[src/rtl/calc_pkg.sv]
// Shared types and constants for the calculator operand sequencer.
package calc_pkg;

    localparam int OPND_W = 8;

    typedef enum logic [1:0] {
        GET_A = 2'b00,
        GET_B = 2'b01,
        EXEC  = 2'b10,
        SHOW  = 2'b11
    } state_t;

    localparam logic [1:0] OP_ADD = 2'b00;
    localparam logic [1:0] OP_SUB = 2'b01;
    localparam logic [1:0] OP_SHL = 2'b10;
    localparam logic [1:0] OP_SHR = 2'b11;

endpackage

[src/rtl/btn_debounce.sv]
// Button debouncer: 2-flop synchronizer, stability counter, and a one-cycle
// pulse on each accepted rising level.
module btn_debounce #(
    parameter int DEBOUNCE_CYCLES = 1_000_000
) (
    input  logic clk,
    input  logic rst_n,
    input  logic btn_raw,
    output logic press
);

    localparam int CNT_W = $clog2(DEBOUNCE_CYCLES + 1);
    localparam logic [CNT_W-1:0] CNT_LAST = CNT_W'(DEBOUNCE_CYCLES - 1);

    logic             r_sync_p0;
    logic             r_sync_p1;
    logic             r_level;
    logic             r_level_d;
    logic [CNT_W-1:0] r_cnt;
    logic             r_press;

    always_ff @(posedge clk or negedge rst_n) begin
        if (!rst_n) begin
            r_sync_p0 <= 1'b0;
            r_sync_p1 <= 1'b0;
        end else begin
            r_sync_p0 <= btn_raw;
            r_sync_p1 <= r_sync_p0;
        end
    end

    // Any cycle where the synced level agrees with the accepted one restarts the count.
    always_ff @(posedge clk or negedge rst_n) begin
        if (!rst_n) begin
            r_level <= 1'b0;
            r_cnt   <= '0;
        end else if (r_sync_p1 == r_level) begin
            r_cnt <= '0;
        end else if (r_cnt == CNT_LAST) begin
            r_level <= ~r_level;
            r_cnt   <= '0;
        end else begin
            r_cnt <= r_cnt + CNT_W'(1);
        end
    end

    always_ff @(posedge clk or negedge rst_n) begin
        if (!rst_n) begin
            r_level_d <= 1'b0;
            r_press   <= 1'b0;
        end else begin
            r_level_d <= r_level;
            r_press   <= r_level & ~r_level_d;
        end
    end

    assign press = r_press;

endmodule

[src/rtl/calc_operand_sequencer.sv]
// Operand capture FSM in front of the combinational math stage; holds the
// operands stable for the math stage and latches its result for display.
module calc_operand_sequencer
    import calc_pkg::*;
#(
    parameter int DEBOUNCE_CYCLES = 1_000_000
) (
    input  logic              clk,
    input  logic              rst_n,
    input  logic [OPND_W-1:0] sw,
    input  logic [1:0]        op_sel,
    input  logic              btn_enter,
    input  logic              btn_clear,
    input  logic [OPND_W-1:0] y_in,
    output logic [OPND_W-1:0] a_out,
    output logic [OPND_W-1:0] b_out,
    output logic [1:0]        op_out,
    output logic [OPND_W-1:0] result,
    output logic              result_valid,
    output logic [1:0]        state_out
);

    logic              w_enter_press;
    logic              w_clear_press;
    state_t            r_state;
    logic [OPND_W-1:0] r_a;
    logic [OPND_W-1:0] r_b;
    logic [1:0]        r_op;
    logic [OPND_W-1:0] r_result;
    logic              r_valid;

    btn_debounce #(.DEBOUNCE_CYCLES(DEBOUNCE_CYCLES)) u_db_enter (
        .clk     (clk),
        .rst_n   (rst_n),
        .btn_raw (btn_enter),
        .press   (w_enter_press)
    );

    btn_debounce #(.DEBOUNCE_CYCLES(DEBOUNCE_CYCLES)) u_db_clear (
        .clk     (clk),
        .rst_n   (rst_n),
        .btn_raw (btn_clear),
        .press   (w_clear_press)
    );

    // Clear outranks Enter; result/valid persist through SHOW->GET_A->GET_B entry.
    always_ff @(posedge clk or negedge rst_n) begin
        if (!rst_n) begin
            r_state  <= GET_A;
            r_a      <= '0;
            r_b      <= '0;
            r_op     <= '0;
            r_result <= '0;
            r_valid  <= 1'b0;
        end else if (w_clear_press) begin
            r_state  <= GET_A;
            r_a      <= '0;
            r_b      <= '0;
            r_op     <= '0;
            r_result <= '0;
            r_valid  <= 1'b0;
        end else begin
            case (r_state)
                GET_A: begin
                    if (w_enter_press) begin
                        r_a     <= sw;
                        r_state <= GET_B;
                    end
                end
                GET_B: begin
                    if (w_enter_press) begin
                        r_b     <= sw;
                        r_op    <= op_sel;
                        r_valid <= 1'b0;
                        r_state <= EXEC;
                    end
                end
                EXEC: begin
                    r_result <= y_in;
                    r_valid  <= 1'b1;
                    r_state  <= SHOW;
                end
                SHOW: begin
                    if (w_enter_press) begin
                        r_state <= GET_A;
                    end
                end
                default: r_state <= GET_A;
            endcase
        end
    end

    assign a_out        = r_a;
    assign b_out        = r_b;
    assign op_out       = r_op;
    assign result       = r_result;
    assign result_valid = r_valid;
    assign state_out    = r_state;

endmodule

[config.mk]
export PLATFORM = sky130hd
export DESIGN_NAME = calc_operand_sequencer
export DESIGN_NICKNAME = d
export VERILOG_FILES = /design/src/rtl/calc_pkg.sv /design/src/rtl/btn_debounce.sv /design/src/rtl/calc_operand_sequencer.sv
export SDC_FILE = /design/constraint.sdc
export NUM_CORES = 1
export LEC_CHECK = 0
export ABC_AREA = 0
export BUFFER_PORTS_ARGS = -buffer_cell sky130_fd_sc_hd__buf_2
export CORE_AREA = 2 2 113 115
export DETAILED_ROUTE_END_ITERATION = 12
export DIE_AREA = 0 0 115 117
export PLACE_DENSITY_LB_ADDON = 0.05
export RECOVER_POWER = 100
export SYNTH_ARGS = -nofsm -noshare
export SYNTH_HDL_FRONTEND = slang
export SYNTH_SLANG_ARGS = --single-unit
[constraint.sdc]
create_clock -name clk -period 2.3 [get_ports clk]
set_clock_uncertainty 0.15 [all_clocks]
set_input_delay 0.23 -clock clk [delete_from_list [all_inputs] [get_ports clk]]
set_output_delay 0.23 -clock clk [all_outputs]
set_load 0.02 [all_outputs]
==> results.txt <==
Iter 0 DRT Violations = 114
WHS Path Cells = 3
Post-Syn Instances = 356
Initial antenna violation count = 0
Fin crit share = 0.955
Largest net degree at the start of global routing = 43
Syn-to-layout area delta = 25.5%
DRC viols = 0
Commonest non-fill, non-tap cell in the layout = dfrtp_1
CP startpoint kind = flip-flop
Pre-CTS WS = 0.0709 ns
Port Buf Inserts = 50
Max_cap viols = 0
Vias in the first global route = 2721
Tot GR Track Use = 0.126
Total gr overflow = 0
Synthesized net count = 384
Maximum VDD drop = 0.293 mV
Worst hold margin = 0.0140 ns
First-pass GRT wire length = 13100 microns
LEAKAGE = 1.91 nW
WP depth = 5
Synth Flop Type = dfrtp_1
H-tree levels = 3
Drt first pass iters = 4
Vias/cell = 4.68
Routed WL per cell = 13.4 microns
Largest area contributor in the netlist = dfrtp_1
Slowest cell on crit path = or4_4
Fill cell total of the finished layout = 1266
Clk buf depth = 2
Dominant cells by area after synthesis = dfrtp_1 (55%), a21oi_1 (4.8%), nand2_1 (4.3%), nor2_1 (3.8%), nand3_1 (3.6%)
Critical path's top delay family = simple AND/OR/NAND/NOR gates
Area of the core = 12300 sq um
Share of layout cells above drive strength 1 = 0.140
CTS root buffer = clkbuf_16
Worst-Skew Late Latency = 0.34 ns
Post-synth cell types = 34
Die area = 13500 sq um
Die span in x = 115 microns
Syn Area/Cell = 10.0 sq um
Cell area power density = 658 nW/um^2
Outcome = finished, final reports clean
Final ANT Viol Nets = 0
WP data required = 2.37 ns
RSZ-0062 raised after global routing = no
Nature of the critical path endpoint = flip-flop
Clock sinks = 79
Initial core utilization = 0.290
Max_slew headroom = 0.346
Final Hold Fails = 0
Hpwl dp = 5190 microns
Post-route setup slack = 0.103 ns
CTS tree = done
# rows = 41
Post-layout nets = 459
Warnings from Yosys = 0
Seq/Total Area, Yosys = 0.554
FFs w/ async S/R, synth = 1.00
Arr. time, crit path = 2.26 ns
Fin Setup TNS = 0 ns
Die span in y = 117 microns
Commonest non-fill, non-tap cells in the layout = dfrtp_1 (79), nand2_1 (41), nor2_1 (36), a21oi_1 (34), clkbuf_1 (31)
TritonCTS buffer count = 9
Post-layout min period = 2.20 ns
RD Place Congestion = 0.768
Num ports = 51
Worst hold path type = in2reg
Seq cells post-synth = 79
Worst setup path category = reg2reg
Worst Reg-to-Reg Cells = 5
Worst-Margin Slew = 0.981 ns
Vias = 2741
Slowest cell delay on critical path = 0.54 ns
Worst-path fanout max = 19
Drt total wl = 7830 microns
Post-synth EDFFs = 0
Max Clk Rate = 0.455 GHz
Crit path cell chain = or4b_1 > or4_4 > o21ai_4 > buf_4 > nor2_1
Tot Pwr = 0.00294 W
Final setup fails = 0
Clock transition at path regs = 0.06 ns
Critical path buffers and inverters = 1
Synth top area share = 0.554
Post-CTS Setup Bufs = 0
N_diodes = 0
Post-Syn Area = 3570 sq um
Max Transition Viols Final = 0
==> cell type report <==
| cell class | instances | area (sq um) | area share |
|---|---|---|---|
| tap | 150 | 188 | 0.0419 |
| sequential | 79 | 1980 | 0.442 |
| timing repair buffer | 79 | 494 | 0.110 |
| clock buffer | 12 | 246 | 0.0551 |
| inverter | 14 | 52.6 | 0.0117 |
| multi-input combinational | 248 | 1470 | 0.329 |
| clock inverter | 4 | 45.0 | 0.0101 |
==> layer usage <==
| layer | part of all wire | wire length, microns | GRT usage |
|---|---|---|---|
| met3 | 0.039 | 304 | 0.0232 |
| met4 | 0.025 | 195 | 0.0723 |
| met1 | 0.49 | 3840 | 0.158 |
| met5 | 0 | 0 | 0 |
| met2 | 0.45 | 3500 | 0.205 |
==> cell usage after synthesis (2+ instances only) <==
cell type,n
xor2_1,11
a21oi_2,2
nand3_1,26
nand3_2,2
or3_2,3
buf_2,6
inv_1,14
clkbuf_1,8
and3_1,2
or3_1,7
mux2_2,2
nor2b_1,2
xnor2_1,11
nor2_1,36
dfrtp_1,79
mux2i_1,9
and2_1,4
or4_4,3
nor3_1,5
nand4_1,3
o31ai_1,6
nor4_1,2
o21ai_0,13
a21oi_1,34
ha_1,6
nand2_1,41
or4_1,12
==> where the power goes <==
part           switching [W]  internal, W
Clock               0.000551     0.000865
Sequential         0.0000127      0.00140
Combinational      0.0000606    0.0000536
==> stage by stage <==
step	instance area, sq um	cells	util
2_1_floorplan	3570	356	-
3_3_place_gp	4030	550	0.327
3_5_place_dp	4030	550	0.327
4_1_cts	4520	586	0.367
5_1_grt	4480	586	0.364
6_report	4480	586	0.364
==> sequential cells by signal, summed over array words and instances (netlist names), 2 cells and up <==
| signal | count |
|---|---|
| op_out | 2 |
| result | 8 |
| u_db_enter.r_cnt | 20 |
| a_out | 8 |
| state_out | 2 |
| u_db_clear.r_cnt | 20 |
| b_out | 8 |
==> worst paths after layout <==
check | start | to | slack (ns)
worst min register to register | u_db_enter.r_sync_p0 | u_db_enter.r_sync_p1 | 0.21
max in group asynchronous | rst_n | u_db_clear.r_cnt[13] | 0.81
worst max register to register | u_db_enter.r_cnt[8] | u_db_enter.r_cnt[3] | 0.10
min in group asynchronous | rst_n | result[2] | 0.43
worst max-delay path | u_db_enter.r_cnt[8] | u_db_enter.r_cnt[3] | 0.10
worst min-delay path | y_in[1] | result[1] | 0.01
==> tightest hold or removal path, stage by stage <==
cell and delay, ns:
buf_2 0.08, mux2i_1 0.07, nor2_1 0.08
==> logic make-up after synthesis <==
logic type,Yosys count,share of synthesized area
AND/OR/NAND/NOR,152,0.215
flip-flops,79,0.554
AO/OA/AOI/OAI,57,0.0895
buffers and inverters,29,0.0347
XOR/XNOR,22,0.0540
multiplexers,11,0.0316
adder cells (fa/ha/maj),6,0.0211
==> what timing repair did <==
| action | 4_1_cts | 5_1_grt |
|---|---|---|
| resized for setup | 0 | 2 |
| hold buffers | 20 | 0 |
| endpoints found under the setup margin | 0 | 4 |
| endpoints found under the hold margin | 62 | 0 |
(Power assumes the default switching activity.)
